===== config.mk =====
export PLATFORM = sky130hd
export DESIGN_NAME = spi_master_tx_axil
export DESIGN_NICKNAME = d
export VERILOG_FILES = /design/src/rtl/spi_master_tx_axil.sv
export SDC_FILE = /design/constraint.sdc
export NUM_CORES = 1
export LEC_CHECK = 0
export ABC_AREA = 1
export CORE_MARGIN = 2
export CORE_UTILIZATION = 37
export CTS_CLUSTER_DIAMETER = 120
export DETAILED_ROUTE_END_ITERATION = 16
export GPL_ROUTABILITY_DRIVEN = 0
export PLACE_DENSITY = 0.76
export SKIP_CTS_REPAIR_TIMING = 1
export SLEW_MARGIN = 20
export SYNTH_ARGS = -nofsm -noshare
export SYNTH_HDL_FRONTEND = slang
export SYNTH_SLANG_ARGS = --single-unit
export TNS_END_PERCENT = 5

===== constraint.sdc =====
create_clock -name clk -period 1.3 [get_ports clk]
set_clock_uncertainty 0.05 [all_clocks]
set_input_delay 0.13 -clock clk [delete_from_list [all_inputs] [get_ports clk]]
set_output_delay 0.13 -clock clk [all_outputs]
set_load 0.005 [all_outputs]

===== src/rtl/spi_master_tx_axil.sv =====
// Purpose : AXI-Lite write slave that frames each TXDATA write as one SPI word (CPOL/CPHA/bit order/CS via CTRL).
// Latency : TXDATA cs_n falls at T0+2, bvalid at T0+2+CLK_DIV*(2*DATA_W+2); CTRL/error bvalid at T0+2.
// Backpressure: one write in flight; awready/wready stay low from accept until the B handshake completes.
//
// Ports: clk/reset (sync, active-high); axi_lite_aw*/w*/b* write channel (wstrb ignored,
//        awaddr[3:0] decoded: 0x0 TXDATA, 0x4 CTRL, else SLVERR); spi_sclk/spi_mosi/spi_cs_n
//        registered SPI outputs; busy high from write accept until the B handshake.
// Option : `define SPI_MASTER_MODE_SEL_EN makes CTRL bits 0-2 (CPOL, CPHA, LSB_FIRST) live;
//          without it the block is fixed to mode 0 MSB-first and only the CS index is writable.
module spi_master_tx_axil #(
    parameter int DATA_W  = 8,
    parameter int CLK_DIV = 4,
    parameter int NUM_CS  = 1
) (
    input  logic              clk,
    input  logic              reset,
    input  logic [31:0]       axi_lite_awaddr,
    input  logic              axi_lite_awvalid,
    output logic              axi_lite_awready,
    input  logic [31:0]       axi_lite_wdata,
    input  logic [3:0]        axi_lite_wstrb,
    input  logic              axi_lite_wvalid,
    output logic              axi_lite_wready,
    output logic [1:0]        axi_lite_bresp,
    output logic              axi_lite_bvalid,
    input  logic              axi_lite_bready,
    output logic              spi_sclk,
    output logic              spi_mosi,
    output logic [NUM_CS-1:0] spi_cs_n,
    output logic              busy
);

    localparam int CNT_W = (CLK_DIV > 1) ? $clog2(CLK_DIV) : 1;
    localparam int HP_W  = $clog2(2 * DATA_W);
    localparam logic [CNT_W-1:0] DIV_LAST = CNT_W'(CLK_DIV - 1);
    localparam logic [HP_W-1:0]  HP_LAST  = HP_W'(2 * DATA_W - 1);
    localparam logic [1:0] RESP_OKAY   = 2'b00;
    localparam logic [1:0] RESP_SLVERR = 2'b10;

    typedef enum logic [2:0] {
        S_IDLE, S_ACCEPT, S_CS_SETUP, S_SHIFT, S_CS_HOLD, S_RESP
    } state_t;

    state_t            state;
    logic [3:0]        addr_q;
    logic [31:0]       wdata_q;
    logic [DATA_W-1:0] sreg;
    logic [CNT_W-1:0]  div_cnt;
    logic [HP_W-1:0]   half_cnt;
    logic [2:0]        cs_idx;
    logic              cpol_eff, cpha_eff, lsb_eff;
    logic [DATA_W-1:0] data_in, load_shift, next_shift;
    logic              load_bit, next_bit;
    logic [NUM_CS-1:0] cs_sel_n;
    logic              leading;
    logic              unused_inputs;

`ifdef SPI_MASTER_MODE_SEL_EN
    logic ctrl_cpol, ctrl_cpha, ctrl_lsb;
    assign cpol_eff = ctrl_cpol;
    assign cpha_eff = ctrl_cpha;
    assign lsb_eff  = ctrl_lsb;
`else
    assign cpol_eff = 1'b0;
    assign cpha_eff = 1'b0;
    assign lsb_eff  = 1'b0;
`endif

    // Both channels must be valid together; accepting them in one cycle keeps AW/W paired.
    assign axi_lite_awready = (state == S_IDLE) && !reset && axi_lite_awvalid && axi_lite_wvalid;
    assign axi_lite_wready  = axi_lite_awready;

    assign unused_inputs = ^{axi_lite_wstrb, axi_lite_awaddr[31:4], wdata_q};
    assign data_in       = wdata_q[DATA_W-1:0];
    // Even half-period index ends on a leading SCLK edge, odd on a trailing one.
    assign leading       = ~half_cnt[0];

    always_comb begin
        load_bit   = lsb_eff ? data_in[0] : data_in[DATA_W-1];
        load_shift = lsb_eff ? (data_in >> 1) : (data_in << 1);
        next_bit   = lsb_eff ? sreg[0] : sreg[DATA_W-1];
        next_shift = lsb_eff ? (sreg >> 1) : (sreg << 1);
        cs_sel_n   = '1;
        for (int i = 0; i < NUM_CS; i++) begin
            if (3'(i) == cs_idx) cs_sel_n[i] = 1'b0;
        end
    end

    always_ff @(posedge clk) begin
        if (reset) begin
            state           <= S_IDLE;
            addr_q          <= '0;
            wdata_q         <= '0;
            sreg            <= '0;
            div_cnt         <= '0;
            half_cnt        <= '0;
            cs_idx          <= '0;
            axi_lite_bvalid <= 1'b0;
            axi_lite_bresp  <= RESP_OKAY;
            busy            <= 1'b0;
            spi_sclk        <= 1'b0;
            spi_mosi        <= 1'b0;
            spi_cs_n        <= '1;
`ifdef SPI_MASTER_MODE_SEL_EN
            ctrl_cpol       <= 1'b0;
            ctrl_cpha       <= 1'b0;
            ctrl_lsb        <= 1'b0;
`endif
        end else begin
            case (state)
                S_IDLE: begin
                    spi_sclk <= cpol_eff;
                    if (axi_lite_awvalid && axi_lite_wvalid) begin
                        addr_q  <= axi_lite_awaddr[3:0];
                        wdata_q <= axi_lite_wdata;
                        busy    <= 1'b1;
                        state   <= S_ACCEPT;
                    end
                end
                S_ACCEPT: begin
                    case (addr_q)
                        4'h0: begin
                            spi_cs_n       <= cs_sel_n;
                            div_cnt        <= '0;
                            axi_lite_bresp <= RESP_OKAY;
                            // CPHA=0 presents the first bit before the first edge.
                            if (!cpha_eff) begin
                                spi_mosi <= load_bit;
                                sreg     <= load_shift;
                            end else begin
                                sreg     <= data_in;
                            end
                            state <= S_CS_SETUP;
                        end
                        4'h4: begin
                            if (32'(wdata_q[6:4]) < NUM_CS) begin
                                cs_idx         <= wdata_q[6:4];
                                axi_lite_bresp <= RESP_OKAY;
`ifdef SPI_MASTER_MODE_SEL_EN
                                ctrl_cpol      <= wdata_q[0];
                                ctrl_cpha      <= wdata_q[1];
                                ctrl_lsb       <= wdata_q[2];
                                spi_sclk       <= wdata_q[0];
`endif
                            end else begin
                                axi_lite_bresp <= RESP_SLVERR;
                            end
                            axi_lite_bvalid <= 1'b1;
                            state           <= S_RESP;
                        end
                        default: begin
                            axi_lite_bresp  <= RESP_SLVERR;
                            axi_lite_bvalid <= 1'b1;
                            state           <= S_RESP;
                        end
                    endcase
                end
                S_CS_SETUP: begin
                    if (div_cnt == DIV_LAST) begin
                        div_cnt  <= '0;
                        half_cnt <= '0;
                        state    <= S_SHIFT;
                    end else begin
                        div_cnt <= div_cnt + CNT_W'(1);
                    end
                end
                S_SHIFT: begin
                    if (div_cnt == DIV_LAST) begin
                        div_cnt  <= '0;
                        spi_sclk <= ~spi_sclk;
                        // CPHA=1 launches on leading edges; CPHA=0 on trailing edges
                        // except the final one, after which no bits remain.
                        if (cpha_eff ? leading : (!leading && half_cnt != HP_LAST)) begin
                            spi_mosi <= next_bit;
                            sreg     <= next_shift;
                        end
                        if (half_cnt == HP_LAST) begin
                            state <= S_CS_HOLD;
                        end else begin
                            half_cnt <= half_cnt + HP_W'(1);
                        end
                    end else begin
                        div_cnt <= div_cnt + CNT_W'(1);
                    end
                end
                S_CS_HOLD: begin
                    if (div_cnt == DIV_LAST) begin
                        div_cnt         <= '0;
                        spi_cs_n        <= '1;
                        axi_lite_bvalid <= 1'b1;
                        state           <= S_RESP;
                    end else begin
                        div_cnt <= div_cnt + CNT_W'(1);
                    end
                end
                S_RESP: begin
                    if (axi_lite_bready) begin
                        axi_lite_bvalid <= 1'b0;
                        busy            <= 1'b0;
                        state           <= S_IDLE;
                    end
                end
                default: state <= S_IDLE;
            endcase
        end
    end

endmodule


==> run_results.csv, run 1 <==
group,metric,value,unit
worst_setup_path,worstPathRequired,1120,ps
clock_network,cts_tree,"built",
clock_network,root_buffer,"clkbuf_8",
timing,post-route-period-util,1.102,
routing,viasPerCell,4.796,
routing,post_drt_wl_per_cell,11.16,um
global_routing,grt_pass1_vias,1601,
die,core-area,4629,sq um
logic_synthesis,synth.largest_area_cell,"dfxtp_1",
worst_setup_path,cp_cell_sequence,"nor2_4 -> nand2_2 -> nor2_4 -> inv_2 -> nor2_4 -> dlymetal6s2s_1",
logic_synthesis,ys_top_cells_by_area,"dfxtp_1, nand2_1, a21oi_1",
power,pwr_density_cell,1771,nW/um^2
global_routing,grt_first_pass_wirelength,6.610,mm
global_routing,grtUsageTotal,0.1605,
global_routing,grt_max_degree,23,
logic_synthesis,syn_avg_cell_area,7.288,sq um
clock_network,cts_buffers,5,
finish,layout.nets,368,
worst_setup_path,crit_fanout,3,
worst_setup_path,startpoint_type,"register",
min_path,hold_path_class,"input port to register",
logic_synthesis,yosys.area.top_type_share,0.4235,
global_routing,top_usage_layer,"met2",
routing,vias,1669,
finish,fin_area,2435,sq um
placed_design,hpwl,2.689,mm
die,die_area,5293,sq um
clock_network,h-tree-depth,2,
worst_setup_path,cp.arrival,1250,ps
power,leakage,1.085,nW
placed_design,io_buffers,24,
global_routing,antenna_found_initial,0,
outcome,status,"complete, but fails checks",
routing,drcViolationCount,0,
routing,wl,3.884,mm
die,io_pins,82,
clock_network,cts_sinks,37,
global_routing,overflow,0,
finish,multi_input_area,909.6,sq um
timing,hold_viol,0,
worst_setup_path,slowest_stage,"dfxtp_1",
die,rows,25,
logic_synthesis,netlist_area,1749,sq um
finish,area_delta_synth_final,39.20,%
routing,ant_nets,0,
global_routing,gr-usage-met1,0.1855,
run,maxCapViolations,0,
die,die_y,72.76,um
worst_setup_path,reg2reg_from,"state[0]",
finish,seqCellArea,748.2,sq um
worst_setup_path,crit_type,"register to output pin",
worst_setup_path,ff2ff_setup_slack,-130,ps
timing,finalCriticalPeriod,1433,ps
die,start_util,0.3778,
clock_network,insertion_delay,300,ps
logic_synthesis,netlist_instances,240,
finish,drive_gt1_frac,0.2653,
finish,antennaDiodeCount,0,
timing,drv_slew,0,
logic_synthesis,synth-seq-cells,37,
logic_synthesis,synth_nets,315,
min_path,hp-start,"axi_lite_awaddr[0]",
worst_setup_path,path_common_cell,"nor2_4",
placed_design,place_area,2216,sq um
timing,max_freq,0.6979,GHz
logic_synthesis,synth_seq_area_share,0.4235,
placed_design,post-place-ws,-401.1,ps
worst_setup_path,cp_slowest_stage_delay,340,ps
routing,dr.pass1.iters,4,
timing,fin_tns_setup,-1808,ps
outcome,violations,"setup timing",
worst_setup_path,crit_start,"state[2]",
timing,rsz0062_at_grt,"true",
finish,n_fill_cell,437,
logic_synthesis,yosysWarnings,0,
power,vdd.ir_drop.worst,0.0008481,V
global_routing,met3_usage,0.03315,
logic_synthesis,yosysUniqueCellTypes,26,
worst_setup_path,worst_setup_path_end_kind,"output pin",
routing,drt-initial-drc-count,107,
timing,setup_viol,21,
clock_network,cts_buffer_depth,2,
timing,final.setup.worst_slack,-132.8,ps
die,die_w,72.76,um
global_routing,met2_usage,0.2808,
clock_network,clkTransAtPathRegs,70,ps
-- through the flow --
step           power (mW)  hold WS, ps  utilization  std cells
3_3_place_gp        3.101        367.0       0.4786        336
3_5_place_dp        3.119        367.5       0.4786        336
5_1_grt             4.586        387.9       0.5259        348
4_1_cts             4.159        373.5       0.5038        344
6_report            4.312        373.2       0.5259        348
2_1_floorplan       2.512        214.9            -        240
-- area by class of cell --
cell class	instances	area share
Clock buffer	7	0.03546
Clock inverter	1	0.01233
Inverter	23	0.03649
Multi-Input combinational cell	170	0.3736
Sequential cell	37	0.3073
Tap cell	54	0.02775
Timing Repair Buffer	56	0.2071
-- final timing paths --
kind,to,depth (start not counted)
setup reg to reg,sreg[5],8
setup / recovery,axi_lite_wready,6
hold reg to reg,cs_idx[0],2
hold / removal,addr_q[0],3
-- Yosys cell counts --
master,number
nor2_2,2
o21ai_0,26
a21oi_1,27
inv_2,3
nand2_1,48
nor2_8,1
inv_1,20
nand3b_1,1
buf_2,1
nor3_1,4
nand4_1,1
conb_1,1
buf_4,2
nand2_2,4
nand3_2,2
xnor2_1,1
buf_6,4
xor2_1,1
ha_1,2
nand3_1,17
a31oi_1,1
clkbuf_1,3
dfxtp_1,37
nand2_4,3
nor2_1,27
nor3_4,1
-- where the power goes --
group | switching, mW | internal, mW
registers | 0.115 | 1.35
logic | 0.981 | 0.833
clock network | 0.405 | 0.625
-- layer usage --
layer | routed length [um] | vias to the layer above
met1 | 1723 | 746
met4 | 76 | 0
met3 | 131 | 7
li1 | - | 885
met2 | 1952 | 31
met5 | 0 | -
-- critical path: cells and delay by family (launching register included) --
family	cells	cell delay, ps
buf+inv	2	190
flops	1	340
simple gates	4	420
-- cells by family (layout without fill, tap and decap cells) --
group,count (synthesis),in the layout,share of synthesized area
compound gates,54,54,0.1552
xor+xnor,2,2,0.01002
fa+ha+maj,2,2,0.01430
buf+inv,33,87,0.09298
flops,37,37,0.4235
other cells,1,1,0.002144
simple gates,111,111,0.3019
-- layout by cell type, fill, tap and decap left out, drive strengths merged --
cell / synthesis / layout
nand2: 55 / 55
dfxtp: 37 / 37
buf: 7 / 32
nor2: 30 / 30
a21oi: 27 / 27
o21ai: 26 / 26
inv: 23 / 23
nand3: 19 / 19
clkdlybuf4s50: 0 / 16
clkbuf: 3 / 8
dlymetal6s2s: 0 / 7
nor3: 5 / 5
ha: 2 / 2
nand3b: 1 / 1
xnor2: 1 / 1
nand4: 1 / 1
a31oi: 1 / 1
xor2: 1 / 1
conb: 1 / 1
bufinv: 0 / 1
-- state kept, by name (all words and copies together), names as in the netlist --
name / flops
div_cnt: 2
state: 3
sreg: 7
spi_mosi: 1
cs_idx: 3
spi_sclk: 1
half_cnt: 4
addr_q: 4
spi_cs_n: 1
axi_lite_bvalid: 1
wdata_q: 8
axi_lite_bresp: 1
busy: 1
Power figures use the tool's default switching activity.
==> run 2, diff against run 1 <==
Settings changed: HOLD_SLACK_MARGIN set to 0.02.
==> results of run 2 <==
Final layout, timing and power as in run 1 (identical DEF).
==> run 3, diff against run 2 <==
Settings changed: MAX_ROUTING_LAYER set to met4, SKIP_CTS_REPAIR_TIMING 1 to not set.
==> run 3 against run 2 <==
The flow still finishes with violations (setup timing). Sequential share of layout area shrank 1.2 points. Clock power barely moved. Fmax increased by 1.9%. Register-to-register slack better by 30 ps. Flip-flop and latch count did not move.
==> run_results.csv, run 3 (synthesis results as in run 1) <==
group,metric,value,unit
outcome,status,"complete, but fails checks",
outcome,violations,"setup timing",
timing,drv_slew,0,
power,vdd.ir_drop.worst,0.0008988,V
clock_network,root_buffer,"clkbuf_8",
timing,finalCriticalPeriod,1405,ps
global_routing,met2_usage,0.2980,
finish,area_delta_synth_final,45.71,%
clock_network,clkTransAtPathRegs,70,ps
worst_setup_path,crit_start,"state[0]",
global_routing,overflow,0,
placed_design,post-place-ws,-401.1,ps
clock_network,cts_buffers,5,
finish,antennaDiodeCount,0,
global_routing,met3_usage,0.03315,
timing,hold_viol,0,
worst_setup_path,cpLargestDelayFamily,"simple AND/OR/NAND/NOR gates",
worst_setup_path,cp.depth,10,
worst_setup_path,crit_fanout,7,
timing,max_freq,0.7115,GHz
die,die_area,5293,sq um
timing,post-route-period-util,1.081,
finish,final_core_util,0.5505,
routing,wl,4.195,mm
timing,rsz0062_at_grt,"true",
clock_network,h-tree-depth,2,
min_path,hold_path_class,"input port to register",
routing,ant_nets,0,
global_routing,antenna_found_initial,0,
worst_setup_path,slowest_stage,"dfxtp_2",
die,rows,25,
worst_setup_path,cp_cell_sequence,"buf_6 -> nand2_4 -> nor2_8 -> nand2_2 -> nand2_1 -> nor2_2 -> nand2_2 -> nand2_1 -> nand2_1 -> nor2_1",
routing,drcViolationCount,0,
finish,top_regs,"wdata_q: 8 flops, sreg: 7 flops",
global_routing,grt_pass1_vias,1630,
worst_setup_path,cp_slowest_stage_delay,370,ps
timing,setup_viol,23,
clock_network,insertion_delay,300,ps
worst_setup_path,endpoint,"state[0]",
routing,dr.pass1.iters,4,
finish,drive_gt1_frac,0.3478,
run,maxCapViolations,0,
clock_network,cts_tree,"built",
die,die_y,72.76,um
die,start_util,0.3778,
power,leakage,1.096,nW
placed_design,dp.cells,336,
worst_setup_path,cp.arrival,1550,ps
worst_setup_path,worstPathRequired,1450,ps
worst_setup_path,timing.rr.end,"state[0]",
finish,final_cell_mix,"nand2_1, buf_4, dfxtp_1",
finish,largest_reg_flops,8,
worst_setup_path,r2r.worst_path.cells,10,
clock_network,cts_buffer_depth,2,
die,io_pins,82,
worst_setup_path,startpoint_type,"register",
worst_setup_path,path_common_cell,"nand2_1",
routing,vias,1721,
routing,viasPerCell,4.875,
clock_network,cts_sinks,37,
worst_setup_path,ff2ff_setup_slack,-110,ps
global_routing,grtUsageTotal,0.1700,
finish,final_common_cell,"nand2_1",
global_routing,grt_max_degree,23,
routing,post_drt_wl_per_cell,11.88,um
clock_network,postCtsHoldBufs,0,
global_routing,grt_first_pass_wirelength,6.775,mm
placed_design,io_buffers,24,
global_routing,gr-usage-met1,0.1890,
die,die_w,72.76,um
timing,fin_tns_setup,-1572,ps
finish,layout.nets,373,
worst_setup_path,reg2reg_from,"state[0]",
worst_setup_path,path_buf_inv,1,
finish,fin_area,2549,sq um
timing,final.setup.worst_slack,-105.5,ps
worst_setup_path,crit_type,"register to register",
worst_setup_path,worst_setup_path_end_kind,"register",
finish,regMostFlops,"wdata_q",
finish,fin_cells,353,
power,pwr_density_cell,1762,nW/um^2
placed_design,place_area,2216,sq um
placed_design,hpwl,2.689,mm
global_routing,top_usage_layer,"met2",
die,core-area,4629,sq um
routing,drt-initial-drc-count,86,
-- run 3: changes by cell type in the layout (fill, tap and decap cells not counted), moves of 3 or more --
cell	delta
a21oi_1	-7
a21oi_2	+7
nand2_1	-6
nand2_2	+6
o21ai_2	+5
buf_6	+3
dfxtp_1	-3
dfxtp_2	+3
dlymetal6s2s_1	-3
o21ai_0	-3
-- run 3: per-stage QoR --
| stage | hold WS, ps | power (mW) |
|---|---|---|
| global route | 387.9 | 4.753 |
| finish | 373.3 | 4.490 |
| global placement | 367.0 | 3.101 |
| floorplan | 214.9 | 2.512 |
| CTS | 373.5 | 4.299 |
| detailed placement | 367.5 | 3.119 |
-- run 3: what timing repair did --
item                                    CTS  global route
pin swaps                                 6            25
gates resized for setup                  27            47
gates cloned                              0             1
endpoints found under the hold margin     0             0
endpoints found under the setup margin   40            42
buffers inserted                          4             4
-- run 3: worst min-delay path by stage --
stage	cells after the start	slack, ps	start	to
after floorplan	2	210	axi_lite_awaddr[0]	addr_q[0]
after global placement	2	370	cs_idx[0]	cs_idx[0]
after detailed placement	2	370	cs_idx[0]	cs_idx[0]
after CTS	3	370	axi_lite_wdata[0]	wdata_q[0]
after global routing	3	390	axi_lite_wdata[0]	wdata_q[0]
final	3	370	axi_lite_awaddr[0]	addr_q[0]
-- run 3: tightest hold or removal path, cell delays in order --
cell and delay [ps]:
clkdlybuf4s50_1 400, nor2_1 100, nor2_1 50
-- run 3: layout make-up --
| cell class | instances | area, sq um |
|---|---|---|
| clock buffers | 7 | 86.33 |
| clock inverters | 1 | 30.03 |
| fillers | 411 | 2081 |
| inverters | 23 | 91.34 |
| multi-input cells | 171 | 983.4 |
| flip-flops and latches | 37 | 752.0 |
| well taps | 54 | 67.56 |
| repair buffers | 60 | 538.0 |
-- run 3: where the power goes --
part	leakage (nW)	internal (mW)	total, mW	switching [mW]
Sequential	0.304	1.36	1.48	0.120
Combinational	0.734	0.910	1.98	1.07
Clock	0.0585	0.625	1.03	0.408
-- run 3: per-layer routing --
layer	share of wire	up-vias
li1	-	899
met1	0.44	783
met2	0.50	32
met3	0.032	7
met4	0.019	0
met5	0	-
